`src/rtl/init_led_if.sv`:
```
// LED driver chain signal bundle: latch strobe, serial data/clock and init status.
interface init_led_if;
    logic LAT;
    logic SDOsingle;
    logic SCLK;
    logic initDone;

    modport master (
        output LAT,
        output SDOsingle,
        output SCLK,
        output initDone
    );

    modport slave (
        input LAT,
        input SDOsingle,
        input SCLK,
        input initDone
    );
endinterface

```
`src/rtl/init_led.sv`:
```
// One-shot power-up configurator for a daisy chain of serial LED drivers.
// After a startup delay it shifts CTRL_WORD MSB-first once per driver, pulses LAT,
// then holds initDone high until the next reset.
// Optional feature macro: INITLED_DOUBLE_LATCH_EN runs the shift/gap/latch pass twice.
module init_led #(
    parameter int unsigned             CTRL_BITS      = 16,
    parameter logic [CTRL_BITS-1:0]    CTRL_WORD      = 16'hA5C3,
    parameter int unsigned             NUM_DRIVERS    = 2,
    parameter int unsigned             STARTUP_CYCLES = 16,
    parameter int unsigned             SCLK_DIV       = 1,
    parameter int unsigned             LAT_CYCLES     = 2
) (
    input  logic        spiClk,
    input  logic        reset,
    init_led_if.master  led
);

    localparam int unsigned TOTAL_BITS = CTRL_BITS * NUM_DRIVERS;
    localparam int unsigned WAIT_W     = $clog2(STARTUP_CYCLES + 1);
    localparam int unsigned DIV_W      = $clog2(2 * SCLK_DIV);
    localparam int unsigned BIT_W      = $clog2(TOTAL_BITS + 1);
    localparam int unsigned DRV_W      = $clog2(NUM_DRIVERS + 1);
    localparam int unsigned LAT_W      = $clog2(LAT_CYCLES + 1);

    typedef enum logic [2:0] {
        S_WAIT,
        S_SHIFT,
        S_GAP,
        S_LATCH,
        S_DONE
    } state_t;

    state_t                 state;
    logic [WAIT_W-1:0]      wait_cnt;
    logic [DIV_W-1:0]       div_cnt;
    logic [BIT_W-1:0]       bit_cnt;
    logic [DRV_W-1:0]       drv_cnt;
    logic [LAT_W-1:0]       lat_cnt;
    logic [CTRL_BITS-1:0]   sr;
    logic                   lat;
    logic                   sdo;
    logic                   sclk;
    logic                   init_done;
`ifdef INITLED_DOUBLE_LATCH_EN
    logic                   second_pass;
`endif

    // Sequencer: the registered state/outputs after each edge describe that cycle.
    always_ff @(posedge spiClk) begin
        if (reset) begin
            state     <= S_WAIT;
            wait_cnt  <= '0;
            div_cnt   <= '0;
            bit_cnt   <= '0;
            drv_cnt   <= '0;
            lat_cnt   <= '0;
            sr        <= '0;
            lat       <= 1'b0;
            sdo       <= 1'b0;
            sclk      <= 1'b0;
            init_done <= 1'b0;
`ifdef INITLED_DOUBLE_LATCH_EN
            second_pass <= 1'b0;
`endif
        end else begin
            case (state)
                S_WAIT: begin
                    if (wait_cnt == WAIT_W'(STARTUP_CYCLES)) begin
                        // first shift cycle: present MSB with SCLK low
                        state    <= S_SHIFT;
                        div_cnt  <= '0;
                        bit_cnt  <= '0;
                        drv_cnt  <= '0;
                        sdo      <= CTRL_WORD[CTRL_BITS-1];
                        sr       <= CTRL_WORD << 1;
                        sclk     <= 1'b0;
                    end else begin
                        wait_cnt <= wait_cnt + 1'b1;
                    end
                end
                S_SHIFT: begin
                    if (div_cnt == DIV_W'(2 * SCLK_DIV - 1)) begin
                        div_cnt <= '0;
                        sclk    <= 1'b0;
                        if (bit_cnt == BIT_W'(CTRL_BITS - 1)) begin
                            // bit counter wraps at each driver word boundary
                            bit_cnt <= '0;
                            if (drv_cnt == DRV_W'(NUM_DRIVERS - 1)) begin
                                state   <= S_GAP;
                                drv_cnt <= '0;
                                sdo     <= 1'b0;
                            end else begin
                                drv_cnt <= drv_cnt + 1'b1;
                                sdo     <= CTRL_WORD[CTRL_BITS-1];
                                sr      <= CTRL_WORD << 1;
                            end
                        end else begin
                            bit_cnt <= bit_cnt + 1'b1;
                            sdo     <= sr[CTRL_BITS-1];
                            sr      <= sr << 1;
                        end
                    end else begin
                        div_cnt <= div_cnt + 1'b1;
                        sclk    <= (div_cnt >= DIV_W'(SCLK_DIV - 1));
                    end
                end
                S_GAP: begin
                    state   <= S_LATCH;
                    lat     <= 1'b1;
                    lat_cnt <= '0;
                end
                S_LATCH: begin
                    if (lat_cnt == LAT_W'(LAT_CYCLES - 1)) begin
                        lat     <= 1'b0;
                        lat_cnt <= '0;
`ifdef INITLED_DOUBLE_LATCH_EN
                        if (!second_pass) begin
                            // straight back into a second full shift pass
                            second_pass <= 1'b1;
                            state       <= S_SHIFT;
                            div_cnt     <= '0;
                            bit_cnt     <= '0;
                            drv_cnt     <= '0;
                            sdo         <= CTRL_WORD[CTRL_BITS-1];
                            sr          <= CTRL_WORD << 1;
                            sclk        <= 1'b0;
                        end else begin
                            state     <= S_DONE;
                            init_done <= 1'b1;
                        end
`else
                        state     <= S_DONE;
                        init_done <= 1'b1;
`endif
                    end else begin
                        lat_cnt <= lat_cnt + 1'b1;
                    end
                end
                S_DONE: begin
                    lat       <= 1'b0;
                    sdo       <= 1'b0;
                    sclk      <= 1'b0;
                    init_done <= 1'b1;
                end
                default: begin
                    state <= S_WAIT;
                end
            endcase
        end
    end

    assign led.LAT       = lat;
    assign led.SDOsingle = sdo;
    assign led.SCLK      = sclk;
    assign led.initDone  = init_done;

endmodule

```
`src/flat_wrapper.sv`:
```
// flat-port wrapper written by rule: the top's interface ports become plain ports
module init_led_flat 
#(
    parameter int unsigned             CTRL_BITS      = 16,
    parameter logic [CTRL_BITS-1:0]    CTRL_WORD      = 16'hA5C3,
    parameter int unsigned             NUM_DRIVERS    = 2,
    parameter int unsigned             STARTUP_CYCLES = 16,
    parameter int unsigned             SCLK_DIV       = 1,
    parameter int unsigned             LAT_CYCLES     = 2
)
  (spiClk, reset, led_LAT, led_SDOsingle, led_SCLK, led_initDone);
  init_led_if led_i ();
  input  logic spiClk;
  input  logic reset;
  output wire logic [$bits(led_i.LAT)-1:0] led_LAT;
  output wire logic [$bits(led_i.SDOsingle)-1:0] led_SDOsingle;
  output wire logic [$bits(led_i.SCLK)-1:0] led_SCLK;
  output wire logic [$bits(led_i.initDone)-1:0] led_initDone;
  assign led_LAT = led_i.LAT;
  assign led_SDOsingle = led_i.SDOsingle;
  assign led_SCLK = led_i.SCLK;
  assign led_initDone = led_i.initDone;
  init_led #(.CTRL_BITS(CTRL_BITS), .CTRL_WORD(CTRL_WORD), .NUM_DRIVERS(NUM_DRIVERS), .STARTUP_CYCLES(STARTUP_CYCLES), .SCLK_DIV(SCLK_DIV), .LAT_CYCLES(LAT_CYCLES)) u_core (.spiClk(spiClk), .reset(reset), .led(led_i));
endmodule
```
`config.mk`:
```
export PLATFORM = sky130hd
export DESIGN_NAME = init_led_flat
export DESIGN_NICKNAME = d
export VERILOG_FILES = /design/src/rtl/init_led_if.sv /design/src/rtl/init_led.sv /design/src/flat_wrapper.sv
export SDC_FILE = /design/constraint.sdc
export NUM_CORES = 1
export LEC_CHECK = 0
export ABC_AREA = 1
export BUFFER_PORTS_ARGS = -buffer_cell sky130_fd_sc_hd__buf_4
export CORE_ASPECT_RATIO = 0.6
export CORE_MARGIN = 3
export CORE_UTILIZATION = 50
export DETAILED_ROUTE_END_ITERATION = 12
export GPL_TIMING_DRIVEN = 0
export PLACE_DENSITY = 0.66
export SLEW_MARGIN = 20
export SYNTH_ARGS = -nofsm -noshare
export SYNTH_HDL_FRONTEND = slang
export SYNTH_SLANG_ARGS = --single-unit
```
`constraint.sdc`:
```
create_clock -name spiClk -period 1.8 [get_ports spiClk]
set_input_delay 0.09 -clock spiClk [delete_from_list [all_inputs] [get_ports spiClk]]
set_output_delay 0.09 -clock spiClk [all_outputs]
set_load 0.1 [all_outputs]
```
==> metrics.txt <==
CTS Buf Count=5; Power Internal=around 1.7 mW; Slew @ Worst Pin=about 0.53 ns; initial drt markers=107; wire per inst=roughly 11 um; Final setup viols=0; area grow syn2layout=14.0%; Die Wd=83.7 um; crit end category=flop; Clock Tree Buf Depth=2; GRT Residual Overflow=0; Startpoint Class=flop; clk_skew=between 0.004 and 0.005 ns; Fillers=roughly 330; share of cells above drive strength 1=approximately 13%; reg2reg path depth=9; clk_lat worst skew=0.29 ns; global-route wire length before repair=around 6400 um; routability congestion estimate=approximately 0.83; Final HPWL DP=2640 um; effective utilization at floorplan=about 54%; Sw Ratio=42.0%; TritonCTS clock tree=done; met3 usage=5.34%; Die Footprint=roughly 4400 um2; pins over their slew limit=0; Die Y=about 53 um; Psw=1.24 mW; aggregate global-route resource usage=about a fifth; sequential area share after synthesis=a little over two fifths; detailed-route via count=between 1500 and 2000; Hold Slack=0.191 ns; ratio of final minimum period to clock period=92.4%; Arr. time, crit path=1.83 ns; Cell Rows=16; Most Used Layer, Global Route=met1; M2 GR Usage=26.6%; ant diodes=0; post-placement cell count=between 300 and 400; met1 Usage GRT=a little over a quarter; Final Net Count=between 200 and 300; Worst VDD drop=around 0.00078 V; crit path max fanout=10; Root Driver=clkbuf_8; status=completed; power per cell area=between 1000 and 1500 nW/um2; number of buffers added on ports=4; htree depth=2; worst flop-to-flop path endpoint=u_core.sr[15]; WL final=approximately 3800 um; Critical Path RT=slightly below 2 ns; Worst Setup SP=u_core.bit_cnt[1]; I/O pin cnt=6; worst setup margin=between 0.1 and 0.15 ns; Slew HR=around two thirds; number of max-cap violations=0; Setup Slack @ Placement=roughly 0.054 ns; vias in the first global route=between 1000 and 1500; Unique masters post-synth=23; Remaining DRCs=0; Pleak=~0.93 nW; Critical Path End=u_core.sr[15]; register bit count reported by yosys=38; Worst Hold Class=in2reg; RR Startpoint=u_core.bit_cnt[1]; minimum setup slack among reg-to-reg paths=~0.14 ns; Yosys warnings=0; drt pass-1 iters=5; final hold violations=0; core area=3360 um2; FMAX=601 MHz; syn_area_per_cell=about 6.7 um2; sequential share of power=roughly 40%; antenna-violating nets left=0; non-filler instance count after layout=330; syn_nets=roughly 280; largest net degree at the start of global routing=13; Final min period=between 1.5 and 2 ns; cells after synthesis=270; critical path type=reg2reg; Synth Cell Area=between 1500 and 2000 um2; initial antenna violation count=0; RSZ-0062 raised after global routing=true; Hold-fix buffers, CTS=0; clock share of power=a little over a fifth; clock slew at reported path FFs=around 0.080 ns; share of total power in combinational logic=39.5%; vias per cell=roughly 4.8; clock sinks=38
## through the flow
step / util [%] / setup TNS (ns) / instance area (um2) / power [mW]
finish: 61.4 / 0 / 2060 / 2.94
global route: 61.4 / -0.0307 / 2060 / 3.17
CTS: 59.2 / 0 / 1990 / 2.90
detailed placement: 56.4 / 0 / 1900 / 2.27
global placement: 56.4 / 0 / 1900 / 2.27
floorplan: - / 0 / 1810 / 2.05
## final cells by class
class	count	area (um2)	share of cell area, %
inverter	36	135	6.55
multi-input combinational	191	930	45.0
timing repair buffer	7	52.6	2.55
clock buffer	6	82.6	4.00
clock inverter	2	12.5	0.606
sequential	38	762	36.9
buffer	5	33.8	1.64
tap	45	56.3	2.73
## power groups by stage
stage,logic (mW),registers [mW],clock network [mW]
after CTS,1.11,1.16,0.635
after global placement,1.09,1.18,0
after floorplan,0.742,1.31,0
after detailed placement,1.10,1.17,0
after global routing,1.32,1.19,0.662
final,1.16,1.16,0.617
## worst min-delay path by stage
stage	from	end	depth (start not counted)
floorplan	reset	u_core.bit_cnt[2]	2
global placement	u_core.drv_cnt[1]	u_core.drv_cnt[1]	2
detailed placement	u_core.drv_cnt[1]	u_core.drv_cnt[1]	2
CTS	reset	u_core.state[2]	2
global route	reset	u_core.bit_cnt[2]	2
finish	reset	u_core.state[2]	2
## cells by family (layout without fill, tap and decap cells)
kind of cell    after synthesis  in the layout  synth area share (%)
simple gates                166            166                  40.1
buf+inv                      41             56                  9.12
flops                        38             38                  42.0
compound gates               20             20                  5.74
fa+ha+maj                     3              3                  2.07
xor+xnor                      2              2                 0.968
## cell usage in the layout, fill, tap and decap left out, drive strengths merged, types with 2 or more instances in the layout
cell | synthesis | layout
inv | 35 | 35
nand3 | 28 | 28
nor2 | 56 | 56
clkbuf | 3 | 9
nand4 | 3 | 3
nor3 | 2 | 2
dfxtp | 38 | 38
buf | 2 | 9
ha | 3 | 3
a21oi | 15 | 15
o21ai | 5 | 5
clkinv | 1 | 2
nand2 | 75 | 75
## cell usage after synthesis, drive strengths merged
master   n  area (um2)
nand2   75         284
nor2    56         220
dfxtp   38         761
inv     35         131
nand3   28         178
a21oi   15        78.8
o21ai    5        25.0
clkbuf   3        11.3
ha       3        37.5
nand4    3        18.8
buf      2        18.8
nor3     2        10.0
clkinv   1        3.75
nand3b   1        7.51
nor3b    1        7.51
xnor2    1        8.76
xor2     1        8.76
## critical path, stage by stage (launching register included)
cell	delay (ns)
dfxtp_1	0.37
ha_2	0.21
nand3_1	0.14
nor2_4	0.25
nand3_4	0.15
nand3_4	0.13
buf_6	0.14
nand2_1	0.05
nand2_1	0.06
nor2_1	0.04
## state kept, by name (all words and copies together), names as in the netlist
register	count
u_core.led.initDone	1
u_core.state	3
u_core.bit_cnt	6
u_core.led.SDOsingle	1
u_core.drv_cnt	2
u_core.sr	15
u_core.led.SCLK	1
u_core.wait_cnt	5
u_core.led.LAT	1
u_core.div_cnt	1
u_core.lat_cnt	2
## timing repair
| item | CTS | global route |
|---|---|---|
| setup endpoints to repair | 0 | 20 |
| gates resized for setup | 0 | 13 |
| buffers inserted | 0 | 3 |
## routing by layer
metal	routed length (um)	vias to the layer above
met5	0	-
met4	34	0
met3	259	7
met2	1380	32
met1	2090	671
li1	-	873
Note: power is estimated with default switching activity, not from simulation.
